===== src/rtl/pwm_ch_update_seq_pkg.sv =====
// Shared constants, state encoding and address helpers for the PWM channel update sequencer.
// The PWM_SEQ_CEN_GATE_EN states are declared unconditionally and are only reached when that macro is defined.
package pwm_pkg;

    localparam int unsigned ADDR_CEN      = 0;
    localparam int unsigned ADDR_ARR_BASE = 2;
    localparam int unsigned ADDR_CH_BASE  = 10;
    localparam int unsigned CH_STRIDE     = 4;

    typedef enum logic [3:0] {
        ST_IDLE,
        ST_RD_ARR,
        ST_ERR,
        ST_RD_CEN,
        ST_WR_CEN_OFF,
        ST_WR_START,
        ST_WR_END,
        ST_WR_DTG,
        ST_WR_CFG,
        ST_WR_CEN_RESTORE,
        ST_DONE
    } state_e;

    typedef enum logic [1:0] {
        ERR_NONE  = 2'd0,
        ERR_ORDER = 2'd1,
        ERR_ARR   = 2'd2,
        ERR_DTG   = 2'd3
    } err_code_e;

    // Each core owns two channels; its ARR registers sit on even addresses from ADDR_ARR_BASE.
    function automatic logic [7:0] arr_addr(input logic [2:0] ch);
        return 8'(ADDR_ARR_BASE) + {6'd0, ch[2:1]} * 8'd2;
    endfunction

    function automatic logic [7:0] ch_reg_addr(input logic [2:0] ch, input logic [1:0] off);
        return 8'(ADDR_CH_BASE) + {5'd0, ch} * 8'(CH_STRIDE) + {6'd0, off};
    endfunction

endpackage


===== src/rtl/pwm_ch_update_seq_cmd_check.sv =====
// Combinational command validator returning the highest-priority error code.
module pwm_cmd_check
    import pwm_pkg::*;
#(
    parameter int unsigned WIDTH = 16
) (
    input  logic [WIDTH-1:0] start_i,
    input  logic [WIDTH-1:0] end_i,
    input  logic [7:0]       dtg_i,
    input  logic [WIDTH-1:0] arr_i,
    output logic [1:0]       code_o
);

    always_comb begin
        code_o = ERR_NONE;
        if (start_i > end_i) begin
            code_o = ERR_ORDER;
        end else if (end_i > arr_i) begin
            code_o = ERR_ARR;
        end else if (dtg_i == 8'd0) begin
            code_o = ERR_DTG;
        end
    end

endmodule


===== src/rtl/pwm_ch_update_seq.sv =====
// Validates a channel update against its core's ARR, then writes start/end/dtg/cfg back-to-back.
// Optional macro PWM_SEQ_CEN_GATE_EN stops the owning counter (CEN bit) for the duration of the writes.
module pwm_ch_update_seq
    import pwm_pkg::*;
#(
    parameter int unsigned WIDTH = 16
) (
    input  logic             clk_psc_i,
    input  logic             rst_n_i,
    input  logic             cmd_valid_i,
    output logic             cmd_ready_o,
    input  logic [2:0]       cmd_ch_i,
    input  logic [WIDTH-1:0] cmd_start_i,
    input  logic [WIDTH-1:0] cmd_end_i,
    input  logic [7:0]       cmd_dtg_i,
    input  logic [WIDTH-1:0] cmd_cfg_i,
    output logic             reg_wr_en_o,
    output logic             reg_rd_en_o,
    output logic [7:0]       reg_addr_o,
    output logic [WIDTH-1:0] reg_wr_data_o,
    input  logic [WIDTH-1:0] reg_rd_data_i,
    output logic             busy_o,
    output logic             done_o,
    output logic             err_o,
    output logic [1:0]       err_code_o
);

    state_e           state_q;
    logic [2:0]       ch_q;
    logic [WIDTH-1:0] start_q;
    logic [WIDTH-1:0] end_q;
    logic [7:0]       dtg_q;
    logic [WIDTH-1:0] cfg_q;
`ifdef PWM_SEQ_CEN_GATE_EN
    logic [WIDTH-1:0] cen_q;
`endif
    logic             ready_q;
    logic             wr_en_q;
    logic             rd_en_q;
    logic [7:0]       addr_q;
    logic [WIDTH-1:0] wdata_q;
    logic             done_q;
    logic             err_q;
    logic [1:0]       err_code_q;
    logic [1:0]       chk_code;

    pwm_cmd_check #(.WIDTH(WIDTH)) u_cmd_check (
        .start_i (start_q),
        .end_i   (end_q),
        .dtg_i   (dtg_q),
        .arr_i   (reg_rd_data_i),
        .code_o  (chk_code)
    );

    // Bus outputs are registered alongside the state, so each transition loads the strobes of the state it enters.
    always_ff @(posedge clk_psc_i or negedge rst_n_i) begin
        if (!rst_n_i) begin
            state_q    <= ST_IDLE;
            ch_q       <= '0;
            start_q    <= '0;
            end_q      <= '0;
            dtg_q      <= '0;
            cfg_q      <= '0;
`ifdef PWM_SEQ_CEN_GATE_EN
            cen_q      <= '0;
`endif
            ready_q    <= 1'b1;
            wr_en_q    <= 1'b0;
            rd_en_q    <= 1'b0;
            addr_q     <= '0;
            wdata_q    <= '0;
            done_q     <= 1'b0;
            err_q      <= 1'b0;
            err_code_q <= ERR_NONE;
        end else begin
            wr_en_q <= 1'b0;
            rd_en_q <= 1'b0;
            addr_q  <= '0;
            wdata_q <= '0;
            done_q  <= 1'b0;
            err_q   <= 1'b0;
            case (state_q)
                ST_IDLE: begin
                    if (cmd_valid_i && ready_q) begin
                        ch_q       <= cmd_ch_i;
                        start_q    <= cmd_start_i;
                        end_q      <= cmd_end_i;
                        dtg_q      <= cmd_dtg_i;
                        cfg_q      <= cmd_cfg_i;
                        err_code_q <= ERR_NONE;
                        ready_q    <= 1'b0;
                        state_q    <= ST_RD_ARR;
                        rd_en_q    <= 1'b1;
                        addr_q     <= arr_addr(cmd_ch_i);
                    end
                end
                ST_RD_ARR: begin
                    if (chk_code != ERR_NONE) begin
                        state_q    <= ST_ERR;
                        err_q      <= 1'b1;
                        err_code_q <= chk_code;
                    end else begin
`ifdef PWM_SEQ_CEN_GATE_EN
                        state_q <= ST_RD_CEN;
                        rd_en_q <= 1'b1;
                        addr_q  <= 8'(ADDR_CEN);
`else
                        state_q <= ST_WR_START;
                        wr_en_q <= 1'b1;
                        addr_q  <= ch_reg_addr(ch_q, 2'd0);
                        wdata_q <= start_q;
`endif
                    end
                end
                ST_ERR: begin
                    state_q <= ST_IDLE;
                    ready_q <= 1'b1;
                end
`ifdef PWM_SEQ_CEN_GATE_EN
                ST_RD_CEN: begin
                    cen_q   <= reg_rd_data_i;
                    state_q <= ST_WR_CEN_OFF;
                    wr_en_q <= 1'b1;
                    addr_q  <= 8'(ADDR_CEN);
                    wdata_q <= reg_rd_data_i & ~(WIDTH'(1) << ch_q[2:1]);
                end
                ST_WR_CEN_OFF: begin
                    state_q <= ST_WR_START;
                    wr_en_q <= 1'b1;
                    addr_q  <= ch_reg_addr(ch_q, 2'd0);
                    wdata_q <= start_q;
                end
                ST_WR_CEN_RESTORE: begin
                    state_q <= ST_DONE;
                    done_q  <= 1'b1;
                end
`endif
                ST_WR_START: begin
                    state_q <= ST_WR_END;
                    wr_en_q <= 1'b1;
                    addr_q  <= ch_reg_addr(ch_q, 2'd1);
                    wdata_q <= end_q;
                end
                ST_WR_END: begin
                    state_q <= ST_WR_DTG;
                    wr_en_q <= 1'b1;
                    addr_q  <= ch_reg_addr(ch_q, 2'd2);
                    wdata_q <= WIDTH'(dtg_q);
                end
                ST_WR_DTG: begin
                    state_q <= ST_WR_CFG;
                    wr_en_q <= 1'b1;
                    addr_q  <= ch_reg_addr(ch_q, 2'd3);
                    wdata_q <= cfg_q;
                end
                ST_WR_CFG: begin
`ifdef PWM_SEQ_CEN_GATE_EN
                    state_q <= ST_WR_CEN_RESTORE;
                    wr_en_q <= 1'b1;
                    addr_q  <= 8'(ADDR_CEN);
                    wdata_q <= cen_q;
`else
                    state_q <= ST_DONE;
                    done_q  <= 1'b1;
`endif
                end
                ST_DONE: begin
                    state_q <= ST_IDLE;
                    ready_q <= 1'b1;
                end
                default: begin
                    state_q <= ST_IDLE;
                    ready_q <= 1'b1;
                end
            endcase
        end
    end

    assign cmd_ready_o   = ready_q;
    assign reg_wr_en_o   = wr_en_q;
    assign reg_rd_en_o   = rd_en_q;
    assign reg_addr_o    = addr_q;
    assign reg_wr_data_o = wdata_q;
    assign busy_o        = (state_q != ST_IDLE);
    assign done_o        = done_q;
    assign err_o         = err_q;
    assign err_code_o    = err_code_q;

endmodule


===== config.mk =====
export PLATFORM = sky130hd
export DESIGN_NAME = pwm_ch_update_seq
export DESIGN_NICKNAME = d
export VERILOG_FILES = /design/src/rtl/pwm_ch_update_seq_pkg.sv /design/src/rtl/pwm_ch_update_seq_cmd_check.sv /design/src/rtl/pwm_ch_update_seq.sv
export SDC_FILE = /design/constraint.sdc
export NUM_CORES = 1
export LEC_CHECK = 0
export CORE_ASPECT_RATIO = 1.2
export CORE_MARGIN = 2
export CORE_UTILIZATION = 50
export CTS_BUF_LIST = sky130_fd_sc_hd__clkbuf_16
export DETAILED_ROUTE_END_ITERATION = 7
export GPL_TIMING_DRIVEN = 0
export PLACE_DENSITY = 0.87
export REMOVE_ABC_BUFFERS = 1
export SLEW_MARGIN = 30
export SYNTH_ARGS = -nofsm -noshare
export SYNTH_HDL_FRONTEND = slang
export SYNTH_SLANG_ARGS = --single-unit

===== constraint.sdc =====
create_clock -name clk_psc_i -period 5 [get_ports clk_psc_i]
set_input_delay 1 -clock clk_psc_i [delete_from_list [all_inputs] [get_ports clk_psc_i]]
set_output_delay 1 -clock clk_psc_i [all_outputs]
set_load 0.1 [all_outputs]

# Yosys cells after proc, flatten, opt, wreduce, memory -nomap -nowiden
# Cells that the tools add are included.
[op_classes] add_sub_neg=5 magnitude_cmp=2 eq_ne=7 muxes=23 bitwise_logic=1 reduce_logical=11
[op_table] operator="16-bit case mux with 4 select lines" count=1
[op_table] operator="8-bit case mux with 5 select lines" count=1
[op_table] operator="16-bit > comparator" count=2
[op_table] operator="4-bit case mux with 6 select lines" count=1
[op_table] operator="16-bit two-way mux" count=1
[op_table] operator="4-bit by 3-bit == test with 1-bit output, second input constant" count=3
[op_table] operator="2-bit two-way mux" count=5
[op_table] operator="8-bit by 1-bit adder with 8-bit output, second input constant" count=1
[op_table] operator="8-bit by 2-bit adder with 8-bit output, second input constant" count=1
[op_table] operator="8-bit logical NOT" count=1
[op_table] operator="4-bit two-way mux" count=2
[op_table] operator="6-bit by 2-bit adder with 7-bit output, second input constant" count=1
[op_table] operator="1-bit two-way mux" count=7
[op_table] operator="4-bit by 5-bit adder with 6-bit output, first input constant" count=1
[op_table] operator="6-bit two-way mux" count=1
[op_table] operator="5-bit OR reduction" count=1
[op_table] operator="2-bit by 3-bit adder with 4-bit output, first input constant" count=1
[op_table] operator="4-bit by 1-bit == test with 1-bit output, second input constant" count=1
[op_table] operator="4-bit == test, second input constant" count=1
[op_table] operator="4-bit logical NOT" count=1
[op_table] operator="2-bit inequality test, second input constant" count=2
[op_table] operator="1-bit case mux with 2 select lines" count=2
[op_table] operator="2-bit case mux with 2 select lines" count=1
[op_table] operator="2-bit AND reduction" count=2
[op_table] operator="7 further kinds" count=8
[word_totals] regBits=94 out_inout_bits=32 wordCells=63

# Depth between registers and ports, before layout
# Gate-level depths: netlist of run 1.
[logic_depth] ltp_word=7 ltp_mapped=11

# Hierarchy
# From an unflattened synthesis of run 1, not the netlist that was laid out.
[unflattened] cells_unflattened=389 area_unflattened_um2=4670.7
[by_module_without_submodules] mod="pwm_ch_update_seq" n_inst=1 cells_per_inst=270 area_per_inst_um2=3818.7
[by_module_without_submodules] mod="pwm_cmd_check" n_inst=1 cells_per_inst=119 area_per_inst_um2=852.1

# Least setup slack after synthesis of run 1
# Ideal clock, no wire load.
[synth_path] path_kind="in2reg" start="in reg_rd_data_i[13]" end="reg wdata_q[1], in the netlist reg_wr_data_o[1]" t_arrival_ns=2.717 required_ns=4.870 path_slack_ns=2.153 path_stages=10 path_cell_list="inv_1 -> ha_1 -> nand4_1 -> nor4_1 -> a22oi_1 -> a32o_1 -> and4_4 -> buf_6 -> buf_8 -> o2bb2ai_1"
[synth_between] elab_chain_cells=6
[synth_lines] element="from (decl)" line_no="pwm_ch_update_seq.sv:21" rtl="input logic [WIDTH-1:0] reg_rd_data_i,"
[synth_lines] element="16-bit > comparator" line_no="pwm_ch_update_seq_cmd_check.sv:18" rtl="end else if (end_i > arr_i) begin"
[synth_lines] element="2-bit two-way mux" line_no="pwm_ch_update_seq_cmd_check.sv:18"
[synth_lines] element="2-bit two-way mux" line_no="pwm_ch_update_seq_cmd_check.sv:16" rtl="if (start_i > end_i) begin"
[synth_lines] element="2-bit nonzero test" line_no="pwm_ch_update_seq.sv:98" rtl="if (chk_code != ERR_NONE) begin"
[synth_lines] element="16-bit two-way mux" line_no="pwm_ch_update_seq.sv:98"
[synth_lines] element="16-bit case mux with 4 select lines" line_no="pwm_ch_update_seq.sv:82" rtl="case (state_q)"
[synth_lines] element="to (signal assigned)" line_no="pwm_ch_update_seq.sv:111" rtl="wdata_q <= start_q;"
[synth_lines] element="to (signal assigned)" line_no="pwm_ch_update_seq.sv:142" rtl="wdata_q <= end_q;"
[synth_lines] element="to (signal assigned)" line_no="pwm_ch_update_seq.sv:148" rtl="wdata_q <= WIDTH'(dtg_q);"
[synth_lines] element="to (decl)" line_no="pwm_ch_update_seq.sv:41" rtl="logic [WIDTH-1:0] wdata_q;"
# Every way passes these cells.
# A chain may end at the register's enable or synchronous reset.

# Worst setup path in the final report of run 1
[layout_path] start="reg state_q[1]" end="out busy_o"
[layout_between] elab_chain_cells=1
[layout_lines] element="from (decl)" line_no="pwm_ch_update_seq.sv:28" rtl="state_e state_q;"
[layout_lines] element="from (signal assigned)" line_no="pwm_ch_update_seq.sv:58" rtl="state_q <= ST_IDLE;"
[layout_lines] element="from (signal assigned)" line_no="pwm_ch_update_seq.sv:92" rtl="state_q <= ST_RD_ARR;"
[layout_lines] element="from (signal assigned)" line_no="pwm_ch_update_seq.sv:99" rtl="state_q <= ST_ERR;"
[layout_lines] element="4-bit nonzero test" line_no="pwm_ch_update_seq.sv:184" rtl="assign busy_o = (state_q != ST_IDLE);"
[layout_lines] element="to (decl)" line_no="pwm_ch_update_seq.sv:22" rtl="output logic busy_o,"
# Every way passes these cells.

==> results.yml, run 1 <==
final_layout:
  multi_input_area_sq_um: 2092
  antenna_cells: 0
  seqCellArea_sq_um: 2330
  synthToLayoutAreaGrowth_pct: 31.12
  layout-drive-gt1-share_pct: 4.376
  instances_no_fill: 737
  nNetsFinal: 726
  n_fill_cell: 718
global_routing:
  use_met2_pct: 43.22
  grt.overflow.total: 0
  antenna_found_initial: 0
  grt_pass1_wl_um: 18950
  busiest_layer: "met2"
  track_usage_pct: 24.24
  use_met3_pct: 3.496
  grt_pass1_vias: 3982
  grt_use_met1_pct: 29.49
  grt_max_degree: 82
setup_path:
  path_max_fanout: 40
  critPathRequiredTime_ps: 4000
  worstSetupPathType: "reg2out"
  endpoint_kind: "output pin"
  cp_data_arrival_time_ps: 2710
  cp-start-kind: "register"
synth:
  synth_seq_cells: 93
  async_flop_share_pct: 100.0
  syn_area_per_cell_sq_um: 9.097
  synth-seq-area-share_pct: 49.80
  synthCells: 514
  synth_warnings: 0
  syn_area_sq_um: 4676
  yosysUniqueCellTypes: 41
  synth-edff-count: 0
  ys.flop_type: "dfrtp_1"
detailed_routing:
  drt_iter0_drc: 277
  drc: 0
  detail-route-antenna-nets: 0
  detail_route.first_pass.iterations: 5
  vias_per_cell: 5.453
  wl_um: 11660
  wl_per_cell_um: 15.83
  route.vias.total: 4019
placed_design:
  port_buffers: 108
  place_inst: 721
  dp_hpwl_um: 8444
  gp_congestion: 0.8457
clocking:
  postCtsHoldBufs: 0
  htreeDepth: 3
  cts_buffers: 9
  cts_buffer_depth: 2
  cts_tree: "yes"
  clock-sinks: 93
  cts_root_buffer: "clkbuf_16"
  post_cts_buffers: 0
  clk_latency_ps: 340
  cts_resized: 0
  cts.clk_slew.worst_paths_ps: 60
power:
  ir_worst_vdd_mv: 0.2915
  power_mw: 3.897
  p_leak_nw: 2.903
  power_density_nw_per_um2: 635.6
timing:
  tightestPinTransition_ps: 1001
  min_period_over_period_pct: 74.21
  tns_ps: 0
  setup-violations-final: 0
  relSlewSlack_pct: 33.03
  fin_skew_ps: 5.724
  max_freq_ghz: 0.2695
  hold_violations: 0
  rsz0062_at_grt: "false"
  period_minus_slack_ps: 3711
  drv_slew: 0
floorplanning:
  io_pins: 110
  initial_core_util_pct: 51.49
  rows: 38
  die_w_um: 92.28
  fp.dieH_um: 109.9
  die-area_sq_um: 10140
  coreArea_sq_um: 9081
hold_path:
  min_path_type: "reg2reg"
outcome:
  status: "finished clean"
flow_run:
  cap_viol_max_count: 0
[per-layer routing]
metal / wire (um) / vias up
met3: 662 / 23
met2: 6061 / 160
met1: 4695 / 1915
met4: 245 / 0
li1: - / 1921
met5: 0 / -
[per-stage QoR]
step	cell area, sq um	setup WS, ps	utilization, %	hold slack [ps]
floorplan	4559	1539	-	445.4
global placement	5791	-334.9	63.76	460.4
detailed placement	5849	1472	64.41	465.8
CTS	6131	1315	67.51	480.4
global route	6131	1247	67.51	504.7
finish	6131	1289	67.51	475.5
[cells in the mapped netlist (all sizes together), types with 3 or more instances]
| cell type | number | share of area, % |
|---|---|---|
| clkbuf | 13 | 1.0 |
| nand2 | 172 | 14 |
| a21oi | 20 | 2.1 |
| buf | 12 | 1.4 |
| dfrtp | 92 | 49 |
| nor3 | 6 | 0.64 |
| ha | 36 | 9.6 |
| nand4 | 4 | 0.54 |
| inv | 37 | 3.0 |
| a21o | 3 | 0.48 |
| nor4 | 4 | 0.86 |
| o21ai | 35 | 3.7 |
| a22oi | 12 | 1.9 |
| o2bb2ai | 16 | 3.0 |
| nand2b | 3 | 0.40 |
| nor2 | 12 | 0.96 |
| nor2b | 5 | 0.67 |
| mux2i | 8 | 1.7 |
[layout make-up]
type,count,area share [%]
clock inverter,7,0.9184
clock buffer,9,3.673
timing repair buffer,112,18.53
multi-input combinational,359,34.12
inverter,37,2.306
sequential,93,38.00
tap,120,2.449
[placed cells by master, fill, tap and decap left out, types with 2 or more instances in the layout]
cell type and n:
o31ai_1 2, a211oi_1 2, o2bb2ai_1 16, and4_4 2, nor4_1 3, clkinv_1 3, nor2_1 12, clkinv_2 3
a22oi_1 12, clkdlybuf4s50_1 107, nor3_1 6, buf_6 2, nand4_1 4, nor2b_1 5, ha_1 36, a21oi_1 20
xnor2_1 2, mux2i_1 8, inv_1 36, buf_4 2, nand2_1 172, a21o_1 3, dfrtp_1 91, o22ai_1 2
o221ai_1 2, clkbuf_16 9, o21ai_0 35, nand2b_1 3
[kinds of logic after synthesis]
kind of cell               synth area share [%]
other                                   0.08020
muxes                                     1.713
adders and majority gates                 9.633
and+or+nand+nor                           19.21
AOI/OAI and AO/OA                         13.73
buffers and inverters                     5.459
xor gates and xnor gates                 0.3747
DFF                                       49.80
[sequential cells by signal, summed over array words and instances, names as in the netlist]
register / flops
start_q: 16
done_o: 1
reg_addr_o: 7
err_o: 1
end_q: 16
reg_wr_data_o: 16
err_code_o: 2
reg_wr_en_o: 1
dtg_q: 8
ch_q: 3
state_q: 4
cmd_ready_o: 1
cfg_q: 16
reg_rd_en_o: 1
[critical path, stage by stage (launching register included)]
cell and delay [ps]:
dfrtp_2 900, nor2_1 160, nand2_1 140, clkdlybuf4s50_1 1160
[final timing paths]
path                                 end  cells after the start       start  slack (ps)
max                               busy_o                      3  state_q[1]        1290
min                            cfg_q[12]                      2   cfg_q[12]         480
max reg2reg                reg_addr_o[2]                      6  state_q[1]        2270
min reg2reg                    cfg_q[12]                      2   cfg_q[12]         480
max in group asynchronous    cmd_ready_o                      2     rst_n_i        3850
min in group asynchronous       end_q[1]                      1     rst_n_i         500
[report_power, final]
part | internal [mW] | leakage [nW] | total, mW | switching (mW)
Combinational | 0.632 | 1.57 | 1.93 | 1.30
Clock | 0.379 | 0.141 | 0.655 | 0.276
Sequential | 1.06 | 1.19 | 1.31 | 0.254
Total | 2.07 | 2.90 | 3.90 | 1.83
Note: power is estimated with default switching activity, not from simulation.
==> run 2: changes to the inputs <==
- clock period: 5 -> 3.7 ns (I/O delays scaled with it)
==> results of run 2 <==
Same layout as run 1 (identical final DEF). Status: finished clean.
Main changes from that run: setup slack after placement 1472 ps -> 432.4 ps; setup slack after layout 1289 ps -> 249.5 ps; hold slack 475.5 ps -> 240.0 ps; register-to-register setup slack 2270 ps -> 970 ps; total power 3.897 mW -> 5.266 mW; worst IR drop on VDD 0.2915 mV -> 0.3940 mV
==> run 3: changes to the inputs <==
- PLACE_DENSITY: 0.87 -> 0.83
- SKIP_CTS_REPAIR_TIMING: not set -> 1
- TNS_END_PERCENT: not set -> 50
==> run 3 against run 2 <==
Sequential power about the same. Count of clock-buffer cells in the layout unchanged. Final area increased by 0.67%. Largest cell class unchanged.
==> results.yml, run 3 (same netlist as run 1, synthesis figures left out) <==
outcome:
  status: "finished clean"
timing:
  rsz0062_at_grt: "false"
  hold_violations: 0
  tightestPinTransition_ps: 1005
  min_period_over_period_pct: 91.59
  drv_slew: 0
  setup-violations-final: 0
  fin_skew_ps: 4.518
  period_minus_slack_ps: 3389
  relSlewSlack_pct: 32.79
  max_freq_ghz: 0.2951
hold_path:
  min_path_type: "in2async"
global_routing:
  antenna_found_initial: 0
  grt_pass1_wl_um: 19300
  grt_use_met1_pct: 30.14
  use_met2_pct: 43.64
  grt.overflow.total: 0
  use_met3_pct: 3.633
  grt_max_degree: 82
  busiest_layer: "met2"
  track_usage_pct: 24.35
  grt_pass1_vias: 4120
setup_path:
  critPathRequiredTime_ps: 2960
  crit_buf_inv: 1
  cp-start-kind: "register"
  endpoint_kind: "output pin"
  worst_path_largest_cell_delay_ps: 1130
  slowest_stage: "clkdlybuf4s50_1"
  cp_cell_sequence: "nor2_1 -> nand2_1 -> clkdlybuf4s50_1"
  crit_family: "buffers and inverters"
  cp_data_arrival_time_ps: 2650
  worstSetupPathType: "reg2out"
  path_max_fanout: 40
flow_run:
  cap_viol_max_count: 0
detailed_routing:
  wl_um: 11380
  wl_per_cell_um: 15.44
  route.vias.total: 3881
  vias_per_cell: 5.266
  detail_route.first_pass.iterations: 5
  drc: 0
  detail-route-antenna-nets: 0
  drt_iter0_drc: 236
floorplanning:
  io_pins: 110
  die_w_um: 92.28
  die-area_sq_um: 10140
  coreArea_sq_um: 9081
  rows: 38
  fp.dieH_um: 109.9
  initial_core_util_pct: 51.49
power:
  p_leak_nw: 2.917
  power_density_nw_per_um2: 868.1
  ir_worst_vdd_mv: 0.3340
final_layout:
  layout-drive-gt1-share_pct: 4.700
  postLayoutCellArea_sq_um: 6172
  synthToLayoutAreaGrowth_pct: 32.00
  final_cell_mix: "172 x nand2_1, 107 x clkdlybuf4s50_1, 91 x dfrtp_1"
  mostFrequentLayoutCell: "nand2_1"
  fin_util_pct: 67.97
  instances_no_fill: 737
  antenna_cells: 0
  nNetsFinal: 726
clocking:
  cts_tree: "yes"
  cts_buffer_depth: 2
  clk_latency_ps: 340
  cts.clk_slew.worst_paths_ps: 60
  cts_root_buffer: "clkbuf_16"
  clock-sinks: 93
  htreeDepth: 3
  cts_buffers: 9
placed_design:
  port_buffers: 108
  placed_area_sq_um: 5857
  dp_hpwl_um: 8319
  place_inst: 721
  gp_congestion: 0.8447
-- run 3: worst register-to-register path, cell delays in order, from the launching register on --
cell,delay (ps)
dfrtp_2,700
nor2_1,310
nand4_1,430
buf_4,370
inv_4,530
a21oi_1,170
a21oi_1,160
-- run 3: power breakdown --
group	switching, mW	internal [mW]
clock	0.389	0.588
sequential	0.329	1.43
combinational	1.76	0.865
total	2.48	2.88
-- run 3: metrics by stage --
step | hold slack [ps] | setup TNS (ps) | worst slack, ps | power, mW
finish | 250.9 | 0 | 311.2 | 5.358
global route | 263.2 | 0 | 229.5 | 5.745
CTS | 259.0 | 0 | 324.2 | 5.376
detailed placement | 464.8 | 0 | 402.0 | 4.385
global placement | 460.2 | -205850 | -1404 | 4.260
floorplan | 444.4 | 0 | 238.7 | 3.581
-- run 3: worst paths after layout --
kind	startpoint	to	slack, ps	cells past startpoint
setup reg to reg	state_q[1]	reg_addr_o[2]	940	6
hold reg to reg	cfg_q[10]	cfg_q[10]	470	2
hold / removal	rst_n_i	reg_rd_en_o	250	1
setup / recovery	state_q[1]	busy_o	310	3
max in group asynchronous	rst_n_i	cmd_ready_o	2810	2
min in group clk_psc_i	cfg_q[10]	cfg_q[10]	470	2
-- run 3: final cells by class --
class                      instances  area (sq um)
sequential                        93          2330
inverter                          37         141.4
fill                             709          2909
timing repair buffer             112          1144
tap                              120         150.1
multi-input combinational        359          2092
clock buffer                       9         225.2
clock inverter                     7         90.09
-- run 3: routing by layer --
| metal | wire (um) | vias up | share of wire [%] |
|---|---|---|---|
| met4 | 129 | 0 | 1.1 |
| met5 | 0 | - | 0 |
| met2 | 5901 | 122 | 52 |
| li1 | - | 1911 | - |
| met1 | 4713 | 1837 | 41 |
| met3 | 634 | 11 | 5.6 |
